--- config.mk ---
export PLATFORM = sky130hd
export DESIGN_NAME = buzzer_melody_seq
export DESIGN_NICKNAME = d
export VERILOG_FILES = /design/src/rtl/buzzer_seq_pkg.sv /design/src/rtl/note_table.sv /design/src/rtl/buzzer_melody_seq.sv
export SDC_FILE = /design/constraint.sdc
export NUM_CORES = 1
export LEC_CHECK = 0
export CORE_UTILIZATION = 45
export CTS_CLUSTER_DIAMETER = 50
export CTS_CLUSTER_SIZE = 10
export DETAILED_ROUTE_END_ITERATION = 12
export PLACE_DENSITY = 0.59
export SLEW_MARGIN = 10
export SYNTH_ARGS = -nofsm -noshare
export SYNTH_HDL_FRONTEND = slang
export SYNTH_SLANG_ARGS = --single-unit
export TNS_END_PERCENT = 100
--- constraint.sdc ---
create_clock -name clk -period 6.05 [get_ports clk]
set_clock_uncertainty 0.2 [all_clocks]
set_input_delay 1.815 -clock clk [delete_from_list [all_inputs] [get_ports clk]]
set_output_delay 1.815 -clock clk [all_outputs]
set_load 0.005 [all_outputs]
--- src/rtl/buzzer_seq_pkg.sv ---
`default_nettype none
// ============================================================================
//  Module   : buzzer_seq_pkg
//  Brief    : Shared constants and FSM encoding for the buzzer note sequencer.
//  Revision : 1.0 - initial release
// ============================================================================
package buzzer_seq_pkg;

    // CPU-side register offsets
    localparam logic [31:0] c_reg_ver  = 32'h00;
    localparam logic [31:0] c_reg_ctrl = 32'h04;
    localparam logic [31:0] c_reg_stat = 32'h08;
    localparam logic [31:0] c_reg_tick = 32'h0C;
    localparam logic [31:0] c_reg_gap  = 32'h10;
    localparam logic [31:0] c_reg_note = 32'h14;
    localparam logic [31:0] c_reg_cmd  = 32'h18;

    // Buzzer-side register offsets
    localparam logic [31:0] c_bz_status    = 32'h04;
    localparam logic [31:0] c_bz_divtar    = 32'h08;
    localparam logic [31:0] c_bz_delay_tar = 32'h0C;
    localparam logic [31:0] c_bz_delay_clr = 32'h14;

    localparam logic [31:0] c_version = 32'h0000_0001;

    localparam int c_div_w = 16;
    localparam int c_dur_w = 16;

    typedef enum logic [3:0] {
        ST_IDLE     = 4'd0,
        ST_INIT_TAR = 4'd1,
        ST_INIT_CLR = 4'd2,
        ST_FETCH    = 4'd3,
        ST_WR_DIV   = 4'd4,
        ST_WR_ON    = 4'd5,
        ST_PLAY     = 4'd6,
        ST_WR_OFF   = 4'd7,
        ST_GAP      = 4'd8,
        ST_STOP     = 4'd9
    } seq_state_e;

endpackage
`default_nettype wire

--- src/rtl/note_table.sv ---
`default_nettype none
// ============================================================================
//  Module   : note_table
//  Brief    : Append-only note storage with asynchronous indexed read.
//  Revision : 1.0 - initial release
// ============================================================================
module note_table #(
    parameter int DEPTH = 16
) (
    input  logic                     clk,
    input  logic                     rst,
    input  logic                     i_push,
    input  logic                     i_clear,
    input  logic [31:0]              i_push_data,
    input  logic [$clog2(DEPTH)-1:0] i_rd_idx,
    output logic [31:0]              o_rd_data,
    output logic [$clog2(DEPTH):0]   o_count,
    output logic                     o_full
);

    localparam int              c_aw   = $clog2(DEPTH);
    localparam logic [c_aw:0]   c_full = (c_aw + 1)'(DEPTH);

    logic [31:0]   r_mem [DEPTH];
    logic [c_aw:0] r_count;
    logic          w_push_ok;

    assign w_push_ok = i_push && (r_count != c_full);

    always_ff @(posedge clk) begin
        if (w_push_ok) begin
            r_mem[r_count[c_aw-1:0]] <= i_push_data;
        end
    end

    always_ff @(posedge clk) begin
        if (rst) begin
            r_count <= '0;
        end else if (i_clear) begin
            r_count <= '0;
        end else if (w_push_ok) begin
            r_count <= r_count + 1'b1;
        end
    end

    assign o_rd_data = r_mem[i_rd_idx];
    assign o_count   = r_count;
    assign o_full    = (r_count == c_full);

endmodule
`default_nettype wire

--- src/rtl/buzzer_melody_seq.sv ---
`default_nettype none
// ============================================================================
//  Module   : buzzer_melody_seq
//  Brief    : CPU-loaded note sequencer that masters the buzzer register port.
//  Revision : 1.0 - initial release
// ============================================================================
module buzzer_melody_seq
    import buzzer_seq_pkg::*;
#(
    parameter int ADDRWIDTH = 5,
    parameter int DEPTH     = 16
) (
    input  logic                 clk,
    input  logic                 rst,
    input  logic                 rd,
    input  logic [ADDRWIDTH-1:0] raddr,
    output logic [31:0]          rdata,
    input  logic                 wr,
    input  logic [ADDRWIDTH-1:0] waddr,
    input  logic [31:0]          wdata,
    output logic                 bz_wr,
    output logic [ADDRWIDTH-1:0] bz_waddr,
    output logic [31:0]          bz_wdata,
    output logic                 done_irq
);

    localparam int c_aw = $clog2(DEPTH);
    localparam int c_cw = c_aw + 1;

    seq_state_e           r_state;
    seq_state_e           w_next;

    logic                 r_run;
    logic                 r_run_q;
    logic                 r_loop;
    logic [31:0]          r_tick;
    logic [15:0]          r_gap;
    logic                 r_done;
    logic                 r_ovf;
    logic [c_cw-1:0]      r_idx;
    logic [c_cw-1:0]      w_idx_next;
    logic [c_div_w-1:0]   r_div;
    logic [c_dur_w-1:0]   r_dur;
    logic [31:0]          r_tick_cnt;
    logic [15:0]          r_unit_cnt;
    logic [31:0]          r_rdata;
    logic                 r_bz_wr;
    logic [ADDRWIDTH-1:0] r_bz_waddr;
    logic [31:0]          r_bz_wdata;
    logic                 r_done_irq;

    logic [31:0]          w_raddr32;
    logic [31:0]          w_waddr32;
    logic                 w_wr_ctrl;
    logic                 w_wr_tick;
    logic                 w_wr_gap;
    logic                 w_wr_note;
    logic                 w_wr_cmd;
    logic                 w_busy;
    logic                 w_run_rise;
    logic                 w_start;
    logic                 w_latch;
    logic                 w_tbl_clear;
    logic [31:0]          w_entry;
    logic [c_dur_w-1:0]   w_entry_dur;
    logic [c_div_w-1:0]   w_entry_div;
    logic [c_cw-1:0]      w_count;
    logic                 w_full;
    logic [31:0]          w_tick_eff;
    logic                 w_timer_last;
    logic                 w_timer_load;
    logic [31:0]          w_stat;
    logic [31:0]          w_rdata;
    logic                 w_bz_wr;
    logic [31:0]          w_bz_addr;
    logic [31:0]          w_bz_data;
    logic                 w_irq;

    // ------------------------------------------------------------------------
    // CPU decode
    // ------------------------------------------------------------------------
    assign w_raddr32 = 32'(raddr);
    assign w_waddr32 = 32'(waddr);
    assign w_wr_ctrl = wr && (w_waddr32 == c_reg_ctrl);
    assign w_wr_tick = wr && (w_waddr32 == c_reg_tick);
    assign w_wr_gap  = wr && (w_waddr32 == c_reg_gap);
    assign w_wr_note = wr && (w_waddr32 == c_reg_note);
    assign w_wr_cmd  = wr && (w_waddr32 == c_reg_cmd);

    assign w_busy      = (r_state != ST_IDLE);
    assign w_run_rise  = r_run && !r_run_q;
    assign w_start     = (r_state == ST_IDLE) && w_run_rise;
    assign w_tbl_clear = w_wr_cmd && wdata[0] && !w_busy;

    note_table #(
        .DEPTH (DEPTH)
    ) u_note_table (
        .clk         (clk),
        .rst         (rst),
        .i_push      (w_wr_note),
        .i_clear     (w_tbl_clear),
        .i_push_data (wdata),
        .i_rd_idx    (r_idx[c_aw-1:0]),
        .o_rd_data   (w_entry),
        .o_count     (w_count),
        .o_full      (w_full)
    );

    assign w_entry_div = w_entry[c_div_w-1:0];
    assign w_entry_dur = w_entry[c_div_w +: c_dur_w];

    // ------------------------------------------------------------------------
    // Duration timing: prescaler of max(TICK,1) cycles feeding a unit counter
    // ------------------------------------------------------------------------
    assign w_tick_eff   = (r_tick == 32'd0) ? 32'd1 : r_tick;
    assign w_timer_last = (r_tick_cnt == 32'd0) && (r_unit_cnt == 16'd1);
    assign w_timer_load = ((w_next == ST_PLAY) && (r_state != ST_PLAY)) ||
                          ((w_next == ST_GAP)  && (r_state != ST_GAP));

    // ------------------------------------------------------------------------
    // Sequencer next-state
    // ------------------------------------------------------------------------
    always_comb begin
        w_next     = r_state;
        w_idx_next = r_idx;
        w_latch    = 1'b0;
        case (r_state)
            ST_IDLE: begin
                if (w_run_rise) begin
                    w_next     = ST_INIT_TAR;
                    w_idx_next = '0;
                end
            end
            ST_INIT_TAR: w_next = r_run ? ST_INIT_CLR : ST_STOP;
            ST_INIT_CLR: w_next = r_run ? ST_FETCH    : ST_STOP;
            ST_FETCH: begin
                if (!r_run) begin
                    w_next = ST_STOP;
                end else if (r_idx == w_count) begin
                    if (r_loop && (w_count != '0)) begin
                        w_idx_next = '0;
                    end else begin
                        w_next = ST_STOP;
                    end
                end else if (w_entry_dur == '0) begin
                    w_idx_next = r_idx + 1'b1;
                end else begin
                    w_latch    = 1'b1;
                    w_idx_next = r_idx + 1'b1;
                    w_next     = ST_WR_DIV;
                end
            end
            ST_WR_DIV: w_next = r_run ? ST_WR_ON : ST_STOP;
            ST_WR_ON:  w_next = r_run ? ST_PLAY  : ST_STOP;
            ST_PLAY: begin
                if (!r_run) begin
                    w_next = ST_STOP;
                end else if (w_timer_last) begin
                    w_next = ST_WR_OFF;
                end
            end
            ST_WR_OFF: begin
                if (!r_run) begin
                    w_next = ST_STOP;
                end else if (r_gap != 16'd0) begin
                    w_next = ST_GAP;
                end else begin
                    w_next = ST_FETCH;
                end
            end
            ST_GAP: begin
                if (!r_run) begin
                    w_next = ST_STOP;
                end else if (w_timer_last) begin
                    w_next = ST_FETCH;
                end
            end
            ST_STOP: w_next = ST_IDLE;
            default: w_next = ST_IDLE;
        endcase
    end

    // Bus writes are launched on entry so they are visible during the state
    // itself; STATUS=1 therefore lands the cycle before PLAY begins.
    always_comb begin
        w_bz_wr   = 1'b0;
        w_bz_addr = 32'd0;
        w_bz_data = 32'd0;
        case (w_next)
            ST_INIT_TAR: begin
                w_bz_wr   = 1'b1;
                w_bz_addr = c_bz_delay_tar;
                w_bz_data = 32'hFFFF_FFFF;
            end
            ST_INIT_CLR: begin
                w_bz_wr   = 1'b1;
                w_bz_addr = c_bz_delay_clr;
                w_bz_data = 32'd1;
            end
            ST_WR_DIV: begin
                w_bz_wr   = 1'b1;
                w_bz_addr = c_bz_divtar;
                w_bz_data = 32'(w_entry_div);
            end
            ST_WR_ON: begin
                w_bz_wr   = 1'b1;
                w_bz_addr = c_bz_status;
                w_bz_data = {31'd0, (r_div != '0)};
            end
            ST_WR_OFF, ST_STOP: begin
                w_bz_wr   = 1'b1;
                w_bz_addr = c_bz_status;
                w_bz_data = 32'd0;
            end
            default: ;
        endcase
    end

    assign w_irq = (w_next == ST_STOP) && (r_state != ST_STOP) && r_run;

    // ------------------------------------------------------------------------
    // State, timers and register file
    // ------------------------------------------------------------------------
    always_ff @(posedge clk) begin
        if (rst) begin
            r_state    <= ST_IDLE;
            r_idx      <= '0;
            r_div      <= '0;
            r_dur      <= '0;
            r_tick_cnt <= 32'd0;
            r_unit_cnt <= 16'd0;
        end else begin
            r_state <= w_next;
            r_idx   <= w_idx_next;
            if (w_latch) begin
                r_div <= w_entry_div;
                r_dur <= w_entry_dur;
            end
            if (w_timer_load) begin
                r_tick_cnt <= w_tick_eff - 32'd1;
                r_unit_cnt <= (w_next == ST_PLAY) ? r_dur : r_gap;
            end else if ((r_state == ST_PLAY) || (r_state == ST_GAP)) begin
                if (r_tick_cnt == 32'd0) begin
                    r_tick_cnt <= w_tick_eff - 32'd1;
                    r_unit_cnt <= r_unit_cnt - 16'd1;
                end else begin
                    r_tick_cnt <= r_tick_cnt - 32'd1;
                end
            end
        end
    end

    always_ff @(posedge clk) begin
        if (rst) begin
            r_run   <= 1'b0;
            r_run_q <= 1'b0;
            r_loop  <= 1'b0;
            r_tick  <= 32'd0;
            r_gap   <= 16'd0;
            r_done  <= 1'b0;
            r_ovf   <= 1'b0;
        end else begin
            r_run_q <= r_run;
            if (w_wr_ctrl) begin
                r_run  <= wdata[0];
                r_loop <= wdata[1];
            end
            if (w_wr_tick) r_tick <= wdata;
            if (w_wr_gap)  r_gap  <= wdata[15:0];
            if (w_wr_cmd && wdata[1]) begin
                r_done <= 1'b0;
                r_ovf  <= 1'b0;
            end
            if (w_start)                r_done <= 1'b0;
            if (w_next == ST_STOP)      r_done <= 1'b1;
            if (w_wr_note && w_full)    r_ovf  <= 1'b1;
        end
    end

    always_comb begin
        w_stat              = 32'd0;
        w_stat[0]           = w_busy;
        w_stat[1]           = r_done;
        w_stat[2]           = r_ovf;
        w_stat[8 +: c_cw]   = w_count;
        w_stat[16 +: c_cw]  = r_idx;
    end

    always_comb begin
        case (w_raddr32)
            c_reg_ver:  w_rdata = c_version;
            c_reg_ctrl: w_rdata = {30'd0, r_loop, r_run};
            c_reg_stat: w_rdata = w_stat;
            c_reg_tick: w_rdata = r_tick;
            c_reg_gap:  w_rdata = {16'd0, r_gap};
            default:    w_rdata = 32'd0;
        endcase
    end

    always_ff @(posedge clk) begin
        if (rst) begin
            r_rdata    <= 32'd0;
            r_bz_wr    <= 1'b0;
            r_bz_waddr <= '0;
            r_bz_wdata <= 32'd0;
            r_done_irq <= 1'b0;
        end else begin
            if (rd) r_rdata <= w_rdata;
            r_bz_wr    <= w_bz_wr;
            r_bz_waddr <= w_bz_addr[ADDRWIDTH-1:0];
            r_bz_wdata <= w_bz_data;
            r_done_irq <= w_irq;
        end
    end

    assign rdata    = r_rdata;
    assign bz_wr    = r_bz_wr;
    assign bz_waddr = r_bz_waddr;
    assign bz_wdata = r_bz_wdata;
    assign done_irq = r_done_irq;

endmodule
`default_nettype wire

==> results.cfg <==
[timing]
setup_ws_ns = 1.38
relSlewSlack_pct = 24.0
final.period_utilization_pct = 77.2
fmaxAchievable_ghz = 0.214
maxSlewViolCount = 0
fin_setup_tns_ns = 0
setup_viol = 0
rsz0062_at_grt = no
tightest_slew_ns = 1.14
period_minus_slack_ns = 4.67
hold_viol = 0

[grt]
grt_pass1_wl_um = 118000
use_met2_pct = 37.4
first_global_vias = 18250
grt_max_degree = 98
busiest_layer = met2
antenna_found_initial = 1
grtUsageMet3_pct = 3.87
overflow = 0
use_met1_pct = 33.1
grt.total_usage_pct = 23.6

[clock_tree]
clk_latency_ns = 0.65
path_clk_slew_ns = 0.05
numCtsBuffers = 88
cts_htree_levels = 3
cts_resized = 0
ctsHoldBuffers = 0
cts_sinks = 717
root_buffer = clkbuf_16
cts_setup_buffers = 0
cts_max_path_buffers = 3
tritoncts = done

[synth]
synth-seq-cells = 717
muxShareOfSynthArea_pct = 12.4
ys_types = 84
yosysTopAreaCell = edfxtp_1
synth_warnings = 0
mappedNetlistArea_um2 = 29700
synth_top_family_by_area = multiplexers
syn_inst = 2078
synthAdderAreaFrac_pct = 0.379
synth_xor_area_share_pct = 1.62
syn_area_per_cell_um2 = 14.3
synthTopCellsByArea = edfxtp_1, dfxtp_1, mux4_2
synth-compound-area-share_pct = 7.45
yosys.area_share.simple_pct = 10.0
synth_top_area_share_pct = 51.8
ys.flop_type = edfxtp_1
ys_seq_area_share_pct = 65.6
synth-edff-count = 512
async_flop_share_pct = 0

[detailed_routing]
ant_nets = 0
drt_first_iter_violations = 1892
wl_per_cell_um = 25.4
wl_um = 78500
drc = 0
drtPass1Iterations = 6
avgViaCountPerCell = 5.96
via_count = 18444

[place]
port-buffer-count = 114
post-place-ws_ns = 0.854
routabilityCongestion = 0.936
dpl.cell_count = 2946
hpwl_um = 50800

[setup_path]
r2r_slack_ns = 1.38
slowest_stage = dfxtp_4
cp_cell_sequence = buf_4 -> mux4_2 -> a22oi_1 -> nand2_1 -> nor4_1 -> and4_4 -> a211o_1 -> and3_1 -> o311ai_0
cpPeakStageDelay_ns = 0.77
critPathMaxFanout = 29
cp-start-kind = flop
arrival_ns = 4.93
required_ns = 6.31
endpoint_kind = flop
path_class = flop to flop

[finish]
drive_gt1_share_pct = 15.6
layout_commonest_cell = edfxtp_1
n_fill_cell = 5242
nNetsFinal = 2236
syn_to_final_growth_pct = 15.6
stdcell_count = 3095
multi_input_area_um2 = 9500
final_cell_mix = edfxtp_1, nand2_1, dfxtp_1
seq_area_um2 = 19500

[power]
p_seq_share_pct = 45.5
power_density_nw_per_um2 = 351
p_clk_share_pct = 40.5
power.total_uw = 12000
power_frac_comb_pct = 14.0
p_sw_uw = 3260
p_leak_uw = 0.0113
p_int_uw = 8790
ir_drop_mv = 0.213
p_sw_share_pct = 27.0

[die]
coreArea_um2 = 64800
row_count = 93
ioPinCount = 117
die_h_um = 259
die_area_um2 = 67000
chipWidth_um = 259
start_util_pct = 45.8

[hold_path]
hp-class = flop to flop

[run_status]
run_status = completed

[flow_run]
drv_cap = 0
[synthesized netlist by cell type, types with 4 or more instances]
cell and instances:
a2111oi_0 4, a21boi_0 17, a21o_1 4, a21oi_1 124, a221oi_1 8, a22oi_1 52, a311oi_1 4, a31oi_1 10
and2_1 18, and3_1 11, and4_1 6, buf_1 14, buf_2 23, buf_4 18, clkbuf_1 83, dfxtp_1 205
edfxtp_1 512, ha_1 9, inv_1 24, mux2_2 10, mux2i_1 30, mux4_1 5, mux4_2 139, nand2_1 240
nand2b_1 4, nand3_1 37, nand3b_1 5, nand4_1 26, nand4b_1 4, nor2_1 125, nor2b_1 7, nor3_1 32
nor4_1 38, o211a_1 13, o211ai_1 7, o21ai_0 34, o221ai_1 9, o311ai_0 10, or2_2 10, or3_1 17
or4_1 14, xnor2_1 22, xor2_1 33
[registers in the layout, summed over array words and instances (netlist names), 3 cells and up, named ones only]
name and count:
bz_wdata 17, rdata 32, bz_waddr 3, u_note_table.r_mem 512, r_unit_cnt 16, r_gap 16
r_div 16, r_dur 16, r_tick_cnt 32, u_note_table.o_count 5, r_idx 5, r_tick 32
r_state 4
[per-stage QoR]
step	utilization, %	hold WS (ns)	instance area [um2]
detailed placement	48.7	0.247	31600
floorplan	-	0.232	29700
global route	52.9	0.273	34300
global placement	48.7	0.243	31600
CTS	52.9	0.254	34300
finish	52.9	0.251	34300
[worst paths after layout]
path              cells after the start                   from                         end
hold / removal                        2  r_div[8]$_SDFFE_PP0P_       r_div[8]$_SDFFE_PP0P_
setup / recovery                      9                   flop  r_unit_cnt[6]$_SDFFE_PP0P_
setup reg to reg                      9                   flop  r_unit_cnt[6]$_SDFFE_PP0P_
hold reg to reg                       2  r_div[8]$_SDFFE_PP0P_       r_div[8]$_SDFFE_PP0P_
[power groups by stage]
stage	Combinational, uW	Clock (uW)	Sequential [uW]
floorplan	1170	0	5530
global route	1850	5150	5490
global placement	1620	0	5570
detailed placement	1640	0	5570
finish	1680	4880	5480
CTS	1650	4950	5470
[area by class of cell]
class	instances	area share, %
inverters	25	0.274
well taps	855	3.12
clock buffers	129	7.20
repair buffers	153	4.25
multi-input cells	1196	27.7
diodes	1	0.00730
flip-flops and latches	717	56.8
clock inverters	19	0.628
[cells by family after synthesis]
| family | Yosys count |
|---|---|
| and+or+nand+nor | 614 |
| other | 1 |
| muxes | 184 |
| adders and majority gates | 9 |
| AOI/OAI and AO/OA | 332 |
| xor gates and xnor gates | 55 |
| buffers and inverters | 166 |
| DFF | 717 |
[metal layers]
metal,part of all wire [%],vias to the layer above
met2,47,674
met5,0,-
li1,-,8238
met1,43,9383
met4,3.3,0
met3,6.2,149
[critical path: cells and delay by family (launching register included)]
kind | cells | cell delay [ns]
AO/OA/AOI/OAI | 3 | 1.01
buffers and inverters | 1 | 0.37
flip-flops | 1 | 0.77
multiplexers | 1 | 0.53
AND/OR/NAND/NOR | 4 | 1.58
No activity file was read; power rests on OpenSTA's default activity.
